$ cat src/rtl/booth_r4_seq_approx.sv
// Sequential radix-4 Booth multiplier: one Booth digit per clock, signed/unsigned operands,
// runtime perforation of the K least-significant digits, valid/ready on both sides.
module booth_r4_seq_approx #(
    parameter int WIDTH = 16,
    parameter int KW    = $clog2(WIDTH/2+2)
) (
    input  logic               clk,
    input  logic               rst_n,
    input  logic               in_valid,
    output logic               in_ready,
    input  logic [WIDTH-1:0]   in_x,
    input  logic [WIDTH-1:0]   in_y,
    input  logic               in_tc,
    input  logic [KW-1:0]      in_k,
    output logic               out_valid,
    input  logic               out_ready,
    output logic [2*WIDTH-1:0] out_p,
    output logic               busy
);
    localparam int XW = WIDTH + 2;
    localparam int PW = 2 * WIDTH;

    typedef enum logic [1:0] {StIdle, StCalc, StDone} state_e;

    state_e        r_state, w_state_nxt;
    logic [XW-1:0] r_x, w_x_nxt;
    logic [XW-1:0] r_y, w_y_nxt;
    logic [KW-1:0] r_j, w_j_nxt;
    logic [KW-1:0] r_nd, w_nd_nxt;
    logic [PW-1:0] r_acc, w_acc_nxt;

    logic [XW-1:0] w_x_ext, w_y_ext;
    logic [KW-1:0] w_nd_in, w_keff;
    logic [XW:0]   w_ye, w_ye_sh;
    logic [KW:0]   w_bit;
    logic [2:0]    w_trip;
    logic          w_neg, w_zero, w_two;
    logic [PW-1:0] w_xs, w_sh, w_pp, w_acc_add;

    assign w_x_ext = in_tc ? {{2{in_x[WIDTH-1]}}, in_x} : {2'b00, in_x};
    assign w_y_ext = in_tc ? {{2{in_y[WIDTH-1]}}, in_y} : {2'b00, in_y};
    assign w_nd_in = in_tc ? KW'(WIDTH/2) : KW'(WIDTH/2 + 1);
    assign w_keff  = (in_k > w_nd_in) ? w_nd_in : in_k;

    // Booth triplet y[2j+1:2j-1], with an implicit zero below bit 0.
    assign w_ye    = {r_y, 1'b0};
    assign w_bit   = {r_j, 1'b0};
    assign w_ye_sh = w_ye >> w_bit;
    assign w_trip  = w_ye_sh[2:0];

    assign w_zero = (w_trip == 3'b000) || (w_trip == 3'b111);
    assign w_two  = (w_trip == 3'b011) || (w_trip == 3'b100);
    assign w_neg  = w_trip[2] && !w_zero;

    // Negative digits: invert the aligned magnitude and add one as carry-in.
    assign w_xs      = {{(PW-XW){r_x[XW-1]}}, r_x};
    assign w_sh      = (w_two ? (w_xs << 1) : w_xs) << w_bit;
    assign w_pp      = w_zero ? '0 : (w_neg ? ~w_sh : w_sh);
    assign w_acc_add = r_acc + w_pp + PW'(w_neg);

    always_comb begin
        w_state_nxt = r_state;
        w_x_nxt     = r_x;
        w_y_nxt     = r_y;
        w_j_nxt     = r_j;
        w_nd_nxt    = r_nd;
        w_acc_nxt   = r_acc;
        unique case (r_state)
            StIdle: begin
                if (in_valid) begin
                    w_x_nxt     = w_x_ext;
                    w_y_nxt     = w_y_ext;
                    w_j_nxt     = w_keff;
                    w_nd_nxt    = w_nd_in;
                    w_acc_nxt   = '0;
                    w_state_nxt = (w_keff == w_nd_in) ? StDone : StCalc;
                end
            end
            StCalc: begin
                w_acc_nxt = w_acc_add;
                w_j_nxt   = r_j + KW'(1);
                if (r_j == r_nd - KW'(1)) begin
                    w_state_nxt = StDone;
                end
            end
            StDone: begin
                if (out_ready) begin
                    w_state_nxt = StIdle;
                end
            end
            default: w_state_nxt = StIdle;
        endcase
    end

    always_ff @(posedge clk) begin
        if (!rst_n) begin
            r_state <= StIdle;
            r_x     <= '0;
            r_y     <= '0;
            r_j     <= '0;
            r_nd    <= '0;
            r_acc   <= '0;
        end else begin
            r_state <= w_state_nxt;
            r_x     <= w_x_nxt;
            r_y     <= w_y_nxt;
            r_j     <= w_j_nxt;
            r_nd    <= w_nd_nxt;
            r_acc   <= w_acc_nxt;
        end
    end

    assign in_ready  = (r_state == StIdle);
    assign out_valid = (r_state == StDone);
    assign busy      = (r_state != StIdle);
    assign out_p     = r_acc;

endmodule

$ cat config.mk
export PLATFORM = sky130hd
export DESIGN_NAME = booth_r4_seq_approx
export DESIGN_NICKNAME = d
export VERILOG_FILES = /design/src/rtl/booth_r4_seq_approx.sv
export SDC_FILE = /design/constraint.sdc
export NUM_CORES = 1
export LEC_CHECK = 0
export CORE_MARGIN = 5
export CORE_UTILIZATION = 34
export CTS_CLUSTER_DIAMETER = 120
export DETAILED_ROUTE_END_ITERATION = 8
export PLACE_DENSITY = 0.53
export SYNTH_ARGS = -nofsm -noshare
export SYNTH_HDL_FRONTEND = slang
export SYNTH_SLANG_ARGS = --single-unit
$ cat constraint.sdc
create_clock -name clk -period 6.9 [get_ports clk]
set_input_delay 1.38 -clock clk [delete_from_list [all_inputs] [get_ports clk]]
set_output_delay 1.38 -clock clk [all_outputs]
set_load 0.01 [all_outputs]
# Word-level counts from Yosys, hierarchy flattened
# Index checks and enable logic that the tools add are counted.
[word_totals]
elab_cells = 51
ff_bits = 78
output_inout_bits = 35
in_bits = 41
[op_classes]
shift = 2
reduce_logical = 11
eq_ne = 10
bitwise_logic = 1
magnitude_cmp = 1
muxes = 16
add_sub_neg = 4
[op_table]
columns = ["cell", "n"]
rows = [
  ["2-to-1 mux 32 bit", 3],
  ["case mux 32 bit (2 select lines)", 1],
  ["2-to-1 mux 18 bit", 3],
  ["adder 32 x 1 -> 32 bit", 1],
  ["adder 32 bit", 1],
  ["NOT 32 bit", 1],
  ["left shift 32 x 5 -> 32 bit", 1],
  ["right shift 19 x 5 -> 3 bit", 1],
  ["== test 4 bit", 2],
  ["2-to-1 mux 2 bit", 4],
  ["2-to-1 mux 4 bit", 2],
  ["case mux 4 bit (2 select lines)", 1],
  ["== test 3 bit (second input constant)", 2],
  ["case mux 2 bit (3 select lines)", 1],
  ["adder 4 x 1 -> 4 bit (second input constant)", 1],
  ["greater-than comparator 4 bit", 1],
  ["inequality test 2 bit (second input constant)", 2],
  ["AND reduction 2 bit", 2],
  ["nonzero test 2 bit", 2],
  ["subtractor 4 x 1 -> 4 bit (second input constant)", 1],
  ["== test 3 x 2 -> 1 bit (second input constant)", 1],
  ["logical NOT 3 bit", 1],
  ["AND reduction 3 bit", 1],
  ["== test 2 x 1 -> 1 bit (second input constant)", 1],
  ["7 further kinds", 8],
]

# Depth between registers and ports, before layout
# Gate-level depths: netlist of the first run.
[depth]
depth_word = 11
ltp_mapped = 25
mapped_depth_nobuf = 21

# Worst setup path before layout of the first run
# No wires, ideal clock.
[synth_path]
path_type = "register to register"
startpoint = "reg r_j[0]"
endpoint = "reg r_acc[31], in the netlist out_p[31]"
slack_ps = 1277
t_arrival_ps = 5559
setup_time_ps = 64
required_ps = 6836
stages_incl_launch_ff = 23
period_less_slack_ps = 5623
n_path_buf = 3
cell_sequence = "dfxtp_1 clkbuf_1 mux4_2 and4bb_1 nor2_2 buf_6 buf_2 mux4_2 a32oi_1 mux2i_1 a21oi_1 a311oi_1 ha_1 nand3_1 or3_1 a211o_1 a31oi_1 o31ai_1 o21ai_0 a211oi_1 or4_1 o31a_1 nand4_1"
[synth_between]
elab_chain_len = 11
word_cells_on_any_way = 17
cone_classes = "2 x add/sub; 3 x eq/ne; 2 x shift; 4 x mux; 1 x bitwise; 5 x reduce/logical"
[synth_rtl]
columns = ["item", "line_no", "text"]
rows = [
  ["from (decl)", "28", "logic [KW-1:0] r_j, w_j_nxt;"],
  ["from (signal assigned)", "107", "r_j <= w_j_nxt;"],
  ["right shift 19 x 5 -> 3 bit", "48", "assign w_ye_sh = w_ye >> w_bit;"],
  ["== test 3 x 2 -> 1 bit or == test 3 bit (tied branches)", "52", "assign w_two = (w_trip == 3'b011) || (w_trip == 3'b100);"],
  ["logical OR 1 bit", "52", ""],
  ["2-to-1 mux 18 bit", "57", "assign w_sh = (w_two ? (w_xs << 1) : w_xs) << w_bit;"],
  ["left shift 32 x 5 -> 32 bit", "57", ""],
  ["NOT 32 bit", "58", "assign w_pp = w_zero ? '0 : (w_neg ? ~w_sh : w_sh);"],
  ["2-to-1 mux 32 bit (2 in a row)", "58", ""],
  ["adder 32 bit", "59", "assign w_acc_add = r_acc + w_pp + PW'(w_neg);"],
  ["adder 32 x 1 -> 32 bit *", "59", ""],
  ["case mux 32 bit (2 select lines) *", "68", "unique case (r_state)"],
  ["to (signal assigned)", "109", "r_acc <= w_acc_nxt;"],
  ["to (decl)", "30", "logic [PW-1:0] r_acc, w_acc_nxt;"],
]
# Every way passes the cells marked *; elsewhere a longest branch is shown, timed or not.
# A chain may end at the register's enable or synchronous reset.

# Worst setup path after layout of the first run
[layout_path]
startpoint = "reg r_j[1]"
endpoint = "reg r_acc[31], in the netlist out_p[31]"
# Same word-level chain as after synthesis.

==> flow_metrics.env, run 1 <==
export IMPL_synth_cell_types=67
export IMPL_clk_path_buf_depth=2
export IMPL_die_h_um=146
export IMPL_report_final_slew_viol_count=0
export IMPL_drtAntennaViolNets=0
export IMPL_rsz0062_at_grt="no"
export IMPL_via_count_of_the_first_global_routing_pass=5899
export IMPL_detail_route_first_pass_iterations=5
export IMPL_wire_length_reported_by_the_detailed_router_um=18600
export IMPL_worst_setup_path_end_kind="flop"
export IMPL_syn_area_sq_um=6310
export IMPL_placed_cells_incl_taps=1058
export IMPL_filler_cell_count=1835
export IMPL_clkSlewWorstSetupHoldPaths_ns=0.06
export IMPL_worst_endpoint_arrival_ns=6.39
export IMPL_crit_path_max_fanout=22
export IMPL_finClkSkew_ns=0.00530
export IMPL_rows=49
export IMPL_fp_dieArea_sq_um=21400
export IMPL_port_buffer_count=75
export IMPL_initial_core_util_pct=34.9
export IMPL_antenna_cells=0
export IMPL_dieWidth_um=146
export IMPL_pwr_dens_nw_per_um2=202
export IMPL_sinks_on_the_clock_net=74
export IMPL_detailedPlacementHpwl_um=14100
export IMPL_status="finished, final reports clean"
export IMPL_stdcell_count=1074
export IMPL_ys_seq_area_share_pct=23.5
export IMPL_ir_worst_vdd_mv=0.133
export IMPL_fin_tns_setup_ns=0
export IMPL_cts_buffers=9
export IMPL_timing_critical_path_from_type="flop"
export IMPL_layout_min_cycle_time_ns=6.10
export IMPL_worstHoldPathType="reg -> reg"
export IMPL_place_congestion=0.864
export IMPL_dominantRegCellSynth="dfxtp_1"
export IMPL_fmax_mhz=164
export IMPL_hold_vio_cnt_final=0
export IMPL_drt_iter0_drc=300
export IMPL_overflow=0
export IMPL_synth_avg_cell_area_sq_um=8.02
export IMPL_leakage_power_of_the_design_nw=3.06
export IMPL_tightestPinTransition_ns=0.704
export IMPL_multi_input_comb_area_sq_um=4550
export IMPL_remaining_drc_errors=0
export IMPL_cts_setup_buffers=0
export IMPL_max_slew_margin_rel_pct=53.1
export IMPL_criticalPathCategory="reg -> reg"
export IMPL_worst_endpoint_required_ns=7.19
export IMPL_grt_antenna_before_repair=0
export IMPL_seq_area_sq_um=1480
export IMPL_tritoncts_clock_tree="done"
export IMPL_nNetsFinal=915
export IMPL_post_cts_resize_count=0
export IMPL_synth_seq_cells=74
export IMPL_grt_first_pass_wirelength_um=30800
export IMPL_clock_root_buffer="clkbuf_16"
export IMPL_layout_drive_gt1_share_pct=8.64
export IMPL_final_min_period_over_clock_period_pct=88.3
export IMPL_h_tree_depth=3
export IMPL_syn_to_final_growth_pct=19.9
export IMPL_maxCapViolations=0
export IMPL_detail_route_vias_per_cell=5.59
export IMPL_placeableCoreArea_sq_um=18100
export IMPL_dr_total_vias=5999
export IMPL_yosysWarnings=0
export IMPL_count_of_mapped_cells_out_of_synthesis=787
export IMPL_postSynth_asyncResetShare_pct=0
export IMPL_wl_cell_um=17.4
export IMPL_cts_hold_buffers_added=0
export IMPL_finalSetupViolations=0
export IMPL_post_synth_edffs=0
export IMPL_grt_usage_pct=17.4
export IMPL_number_of_primary_i_o_pins=76
export IMPL_synth_nets=862
export IMPL_maximum_number_of_pins_on_one_net_before_global_route_repair=80
export IMPL_insertion_delay_ns=0.35
worst max-delay path: stages (launching register included):
cell and delay (ns):
dfxtp_1 0.38, buf_4 0.30, mux4_1 0.64, nor4b_4 0.17, nor2_2 0.16, buf_12 0.20
mux4_2 0.57, mux4_2 0.55, a21oi_1 0.18, a311oi_1 0.09, ha_1 0.42, nand2_1 0.10
or3_1 0.37, a211o_1 0.25, a31oi_1 0.27, o31ai_1 0.16, o21ai_0 0.37, a211oi_1 0.17
or4_1 0.50, o31a_1 0.12, nand4_1 0.07
synthesized netlist by cell type, types with 5 or more instances:
master    instances  share of area, %
o21ai_0          35               2.8
inv_1            16              0.95
a22oi_1          11               1.3
a21oi_1          46               3.6
xor2_1           11               1.5
xnor2_1          21               2.9
nor3_1           10              0.79
o31ai_1           6              0.71
mux4_2           17               6.1
dfxtp_1          74                23
o21a_1            6              0.71
nand2b_1          7              0.69
mux2i_1          31               4.9
and2_1           17               1.7
nand2_1         117               7.0
mux2_2            8               1.4
nor2b_1          17               1.7
a31oi_1           7              0.69
a311oi_1          9               1.2
nor2_1           53               3.2
clkbuf_1         39               2.3
a21boi_0         39               4.6
a21o_1           18               2.1
ha_1             32               6.3
o22ai_1           8              0.79
or3_1             5              0.50
nand3_1          28               2.2
a211oi_1         15               1.8
buf_1             8              0.48
kinds of logic (layout without fill, tap and decap cells):
kind of cell	count (synthesis)	count (layout)	synth area share, %
flip-flops	74	74	23.5
multiplexers	62	62	14.5
AO/OA/AOI/OAI	232	232	24.9
adder cells (fa/ha/maj)	34	34	6.98
XOR/XNOR	32	32	4.44
buffers and inverters	71	129	4.46
AND/OR/NAND/NOR	282	282	21.2
through the flow:
stage	hold slack (ns)	total power [mW]	instance area (sq um)	setup slack, ns	util, %
after detailed placement	0.466	1.09	7290	0.817	40.3
after CTS	0.475	1.54	7560	0.797	41.8
after global placement	0.458	1.08	7290	1.04	40.3
after global routing	0.494	1.63	7560	0.358	41.8
after floorplan	0.439	0.908	6310	1.28	-
final	0.467	1.53	7560	0.804	41.8
where the power goes:
part / switching, mW / internal (mW)
clock: 0.204 / 0.244
sequential: 0.0345 / 0.459
combinational: 0.343 / 0.244
total: 0.581 / 0.947
cell type report:
type	instances	share of cell area [%]
timing repair buffer	94	11.9
tap	229	3.79
clock inverter	6	0.579
sequential	74	19.6
clock buffer	10	3.03
inverter	19	0.943
multi-input combinational	642	60.2
registers in the layout (all words and copies together), names as in the netlist:
name / count
out_p: 32
r_j: 4
r_nd: 2
r_state: 2
r_x: 17
r_y: 17
cells in the final DEF, fill, tap and decap left out, types with 5 or more instances in the layout:
| cell type | count |
|---|---|
| a211oi_1 | 15 |
| a21boi_0 | 39 |
| a21o_1 | 18 |
| a21oi_1 | 46 |
| a22oi_1 | 11 |
| a311oi_1 | 9 |
| a31oi_1 | 7 |
| and2_1 | 17 |
| buf_4 | 18 |
| clkbuf_16 | 9 |
| clkdlybuf4s50_1 | 74 |
| dfxtp_1 | 74 |
| ha_1 | 32 |
| inv_1 | 16 |
| mux2_2 | 8 |
| mux2i_1 | 31 |
| mux4_2 | 17 |
| nand2_1 | 116 |
| nand2b_1 | 7 |
| nand3_1 | 28 |
| nor2_1 | 53 |
| nor2b_1 | 17 |
| nor3_1 | 10 |
| o21a_1 | 6 |
| o21ai_0 | 35 |
| o22ai_1 | 8 |
| o31ai_1 | 6 |
| or3_1 | 5 |
| xnor2_1 | 21 |
| xor2_1 | 11 |
final timing paths:
| path | from | end | slack [ns] | depth (start not counted) |
|---|---|---|---|---|
| worst min register to register | r_y[0]$_SDFFE_PN0P_ | r_y[0]$_SDFFE_PN0P_ | 0.47 | 2 |
| worst max-delay path | r_j[1]$_SDFFE_PN0P_ | out_p[31]$_SDFFE_PN0P_ | 0.80 | 20 |
| worst max register to register | r_j[1]$_SDFFE_PN0P_ | out_p[31]$_SDFFE_PN0P_ | 0.80 | 20 |
| worst min-delay path | r_y[0]$_SDFFE_PN0P_ | r_y[0]$_SDFFE_PN0P_ | 0.47 | 2 |
per-layer routing:
layer  global-route usage, %  share of wire (%)  vias up
met2                    29.6                 48      137
met3                    3.28                4.0       21
met4                    5.08                1.5        0
met5                       0                  0        -
met1                    22.6                 47     2836
li1                        -                  -     3005
Power figures use the tool's default switching activity.
==> run 2, diff against run 1 <==
--- a/config.mk
+++ b/config.mk
@@ -6,10 +6,11 @@
 export NUM_CORES = 1
 export LEC_CHECK = 0
 export CORE_MARGIN = 5
-export CORE_UTILIZATION = 34
-export CTS_CLUSTER_DIAMETER = 120
+export CORE_UTILIZATION = 45
+export CTS_CLUSTER_DIAMETER = 100
 export DETAILED_ROUTE_END_ITERATION = 8
-export PLACE_DENSITY = 0.53
+export GPL_TIMING_DRIVEN = 0
+export PLACE_DENSITY = 0.67
 export SYNTH_ARGS = -nofsm -noshare
 export SYNTH_HDL_FRONTEND = slang
 export SYNTH_SLANG_ARGS = --single-unit
==> run 2 against run 1 <==
- first-iteration DRC count up 69%
- wire length up 11%
- flip-flop and latch count unchanged
- clock-buffer cell count decreased by 1
- final cell count fell by 1.5%
- largest cell class unchanged
==> flow_metrics.env, run 2 (synthesis results as in run 1) <==
export IMPL_grt_usage_pct=25.1
export IMPL_dieWidth_um=128
export IMPL_crit_path_cell_trace="clkbuf_1 > mux4_2 > and4bb_1 > nor2_4 > buf_6 > clkbuf_4 > mux4_2 > a32oi_2 > mux2i_1 > a21oi_1 > a311oi_2 > ha_1 > nand3_1 > or3_1 > a211o_1 > a31oi_1 > o31ai_1 > o21ai_2 > a211oi_1 > or4_1 > o31a_1 > nand4_1"
export IMPL_dr_total_vias=6333
export IMPL_finalSetupViolations=0
export IMPL_layout_min_cycle_time_ns=6.52
export IMPL_crit_reg2reg_capture="out_p[31]$_SDFFE_PN0P_"
export IMPL_timing_rr_start="r_j[0]$_SDFFE_PN0P_"
export IMPL_tritoncts_clock_tree="done"
export IMPL_grt_antenna_before_repair=0
export IMPL_detail_route_vias_per_cell=5.99
export IMPL_fin_tns_setup_ns=0
export IMPL_worst_setup_path_end_kind="flop"
export IMPL_rows=43
export IMPL_setup_slack_ns=0.384
export IMPL_initial_core_util_pct=45.6
export IMPL_die_h_um=128
export IMPL_min_to="r_y[14]$_SDFFE_PN0P_"
export IMPL_most_frequent_cells_in_the_layout="117 x nand2_1, 75 x clkdlybuf4s50_1, 74 x dfxtp_1, 53 x nor2_1, 45 x a21oi_1"
export IMPL_grt_first_pass_wirelength_um=32800
export IMPL_number_of_primary_i_o_pins=76
export IMPL_detailed_place_area_sq_um=7280
export IMPL_remaining_drc_errors=0
export IMPL_finClkSkew_ns=0.0105
export IMPL_port_buffer_count=75
export IMPL_report_final_slew_viol_count=0
export IMPL_multi_input_comb_area_sq_um=4570
export IMPL_layout_drive_gt1_share_pct=7.18
export IMPL_status="finished, final reports clean"
export IMPL_p_total_mw=1.57
export IMPL_largest_reg_flops=32
export IMPL_cpMaxStageDelayCell="mux4_2"
export IMPL_insertion_delay_ns=0.35
export IMPL_worstHoldPathType="reg -> reg"
export IMPL_clk_path_buf_depth=2
export IMPL_switching_share_pct=39.6
export IMPL_stdcell_area_sq_um=7600
export IMPL_drtAntennaViolNets=0
export IMPL_hold_path_cell_count=2
export IMPL_h_tree_depth=3
export IMPL_tightestPinTransition_ns=0.708
export IMPL_detailedPlacementHpwl_um=16200
export IMPL_final_min_period_over_clock_period_pct=94.4
export IMPL_layout_core_utilization_pct=54.9
export IMPL_fp_dieArea_sq_um=16500
export IMPL_via_count_of_the_first_global_routing_pass=6210
export IMPL_crit_path_max_incr_delay_ns=0.63
export IMPL_placement_setup_slack_ns=-0.0572
export IMPL_r2r_cells=22
export IMPL_min_delay_start="r_y[14]$_SDFFE_PN0P_"
export IMPL_placeableCoreArea_sq_um=13800
export IMPL_seq_area_sq_um=1480
export IMPL_internal_power_mw=0.948
export IMPL_sinks_on_the_clock_net=74
export IMPL_overflow=0
export IMPL_ir_worst_vdd_mv=0.126
export IMPL_wire_length_reported_by_the_detailed_router_um=20700
export IMPL_maximum_number_of_pins_on_one_net_before_global_route_repair=15
export IMPL_worst_endpoint_required_ns=7.19
export IMPL_relative_contribution_of_the_clock_network_to_total_power_pct=29.2
export IMPL_p_comb_share_pct=39.7
export IMPL_critical_path_top_cell_by_count="mux4_2"
export IMPL_crit_path_max_fanout=10
export IMPL_clkSlewWorstSetupHoldPaths_ns=0.06
export IMPL_cts_hold_buffers_added=0
export IMPL_criticalPathCategory="reg -> reg"
export IMPL_place_congestion=0.969
export IMPL_filler_cell_count=1330
export IMPL_fmax_mhz=153
export IMPL_rsz0062_at_grt="no"
export IMPL_nNetsFinal=948
export IMPL_seq_power_share_pct=31.1
export IMPL_syn_to_final_growth_pct=20.4
export IMPL_timing_critical_path_from_type="flop"
export IMPL_maxCapViolations=0
export IMPL_detail_route_first_pass_iterations=6
export IMPL_leakage_power_of_the_design_nw=3.05
export IMPL_internal_reg_to_reg_setup_slack_ns=0.38
export IMPL_final_common_cell="nand2_1"
export IMPL_worst_endpoint_arrival_ns=6.81
export IMPL_wl_cell_um=19.5
export IMPL_clock_root_buffer="clkbuf_16"
export IMPL_antenna_cells=0
export IMPL_max_slew_margin_rel_pct=52.8
export IMPL_hold_vio_cnt_final=0
export IMPL_cts_buffers=9
export IMPL_p_switching_mw=0.621
export IMPL_pwr_dens_nw_per_um2=206
export IMPL_drt_iter0_drc=508
==> run 2: power by group through the flow <==
stage | combinational, mW | clock, mW | sequential (mW)
floorplan | 0.417 | 0 | 0.491
global placement | 0.602 | 0 | 0.495
detailed placement | 0.612 | 0 | 0.497
CTS | 0.617 | 0.464 | 0.488
global route | 0.681 | 0.481 | 0.492
finish | 0.623 | 0.458 | 0.488
==> run 2: final cells by class <==
class / count / share of cell area [%]
Clock inverter: 7 / 0.708
Inverter: 19 / 0.939
Multi-Input combinational cell: 642 / 60.2
Clock buffer: 9 / 2.96
Sequential cell: 74 / 19.5
Buffer: 52 / 2.83
Timing Repair Buffer: 75 / 9.88
Tap cell: 180 / 2.96
==> run 2: how the worst max path moves through the flow <==
| stage | start | to | slack, ns | cells past startpoint |
|---|---|---|---|---|
| 6_report | r_j[0]$_SDFFE_PN0P_ | out_p[31]$_SDFFE_PN0P_ | 0.38 | 22 |
| 3_5_place_dp | r_j[1]$_SDFFE_PN0P_ | out_p[31]$_SDFFE_PN0P_ | -0.06 | 22 |
| 4_1_cts | r_j[0]$_SDFFE_PN0P_ | out_p[26]$_SDFFE_PN0P_ | 0.08 | 20 |
| 2_1_floorplan | r_j[0]$_SDFFE_PN0P_ | out_p[31]$_SDFFE_PN0P_ | 1.28 | 22 |
| 5_1_grt | r_j[1]$_SDFFE_PN0P_ | out_p[31]$_SDFFE_PN0P_ | 0.04 | 23 |
| 3_3_place_gp | r_j[1]$_SDFFE_PN0P_ | out_p[31]$_SDFFE_PN0P_ | 0.003 | 22 |
==> run 2: what timing repair did <==
action / CTS / global route
endpoints found under the setup margin: 1 / 12
setup buffers: 0 / 0
pin swaps: 0 / 1
gates resized for setup: 2 / 8
==> run 2: metal layers <==
metal  up-vias  wire, um  GRT usage (%)
li1       3068         -              -
met1      3032      9040           31.4
met2       194      9990           43.2
met3        39      1030           4.52
met4         0       597           9.30
met5         -         0              0
==> run 2: metrics by stage <==
step / instances / hold slack (ns)
after floorplan: 787 / 0.439
after global placement: 1042 / 0.453
after detailed placement: 1042 / 0.453
after CTS: 1058 / 0.462
after global routing: 1058 / 0.492
final: 1058 / 0.462
==> run 2: critical path: cells and delay by family (launching register included) <==
family	cells	cell delay, ns
multiplexers	3	1.41
buffers and inverters	3	0.81
flip-flops	1	0.33
AND/OR/NAND/NOR	6	1.61
adder cells (fa/ha/maj)	1	0.42
AO/OA/AOI/OAI	9	1.87
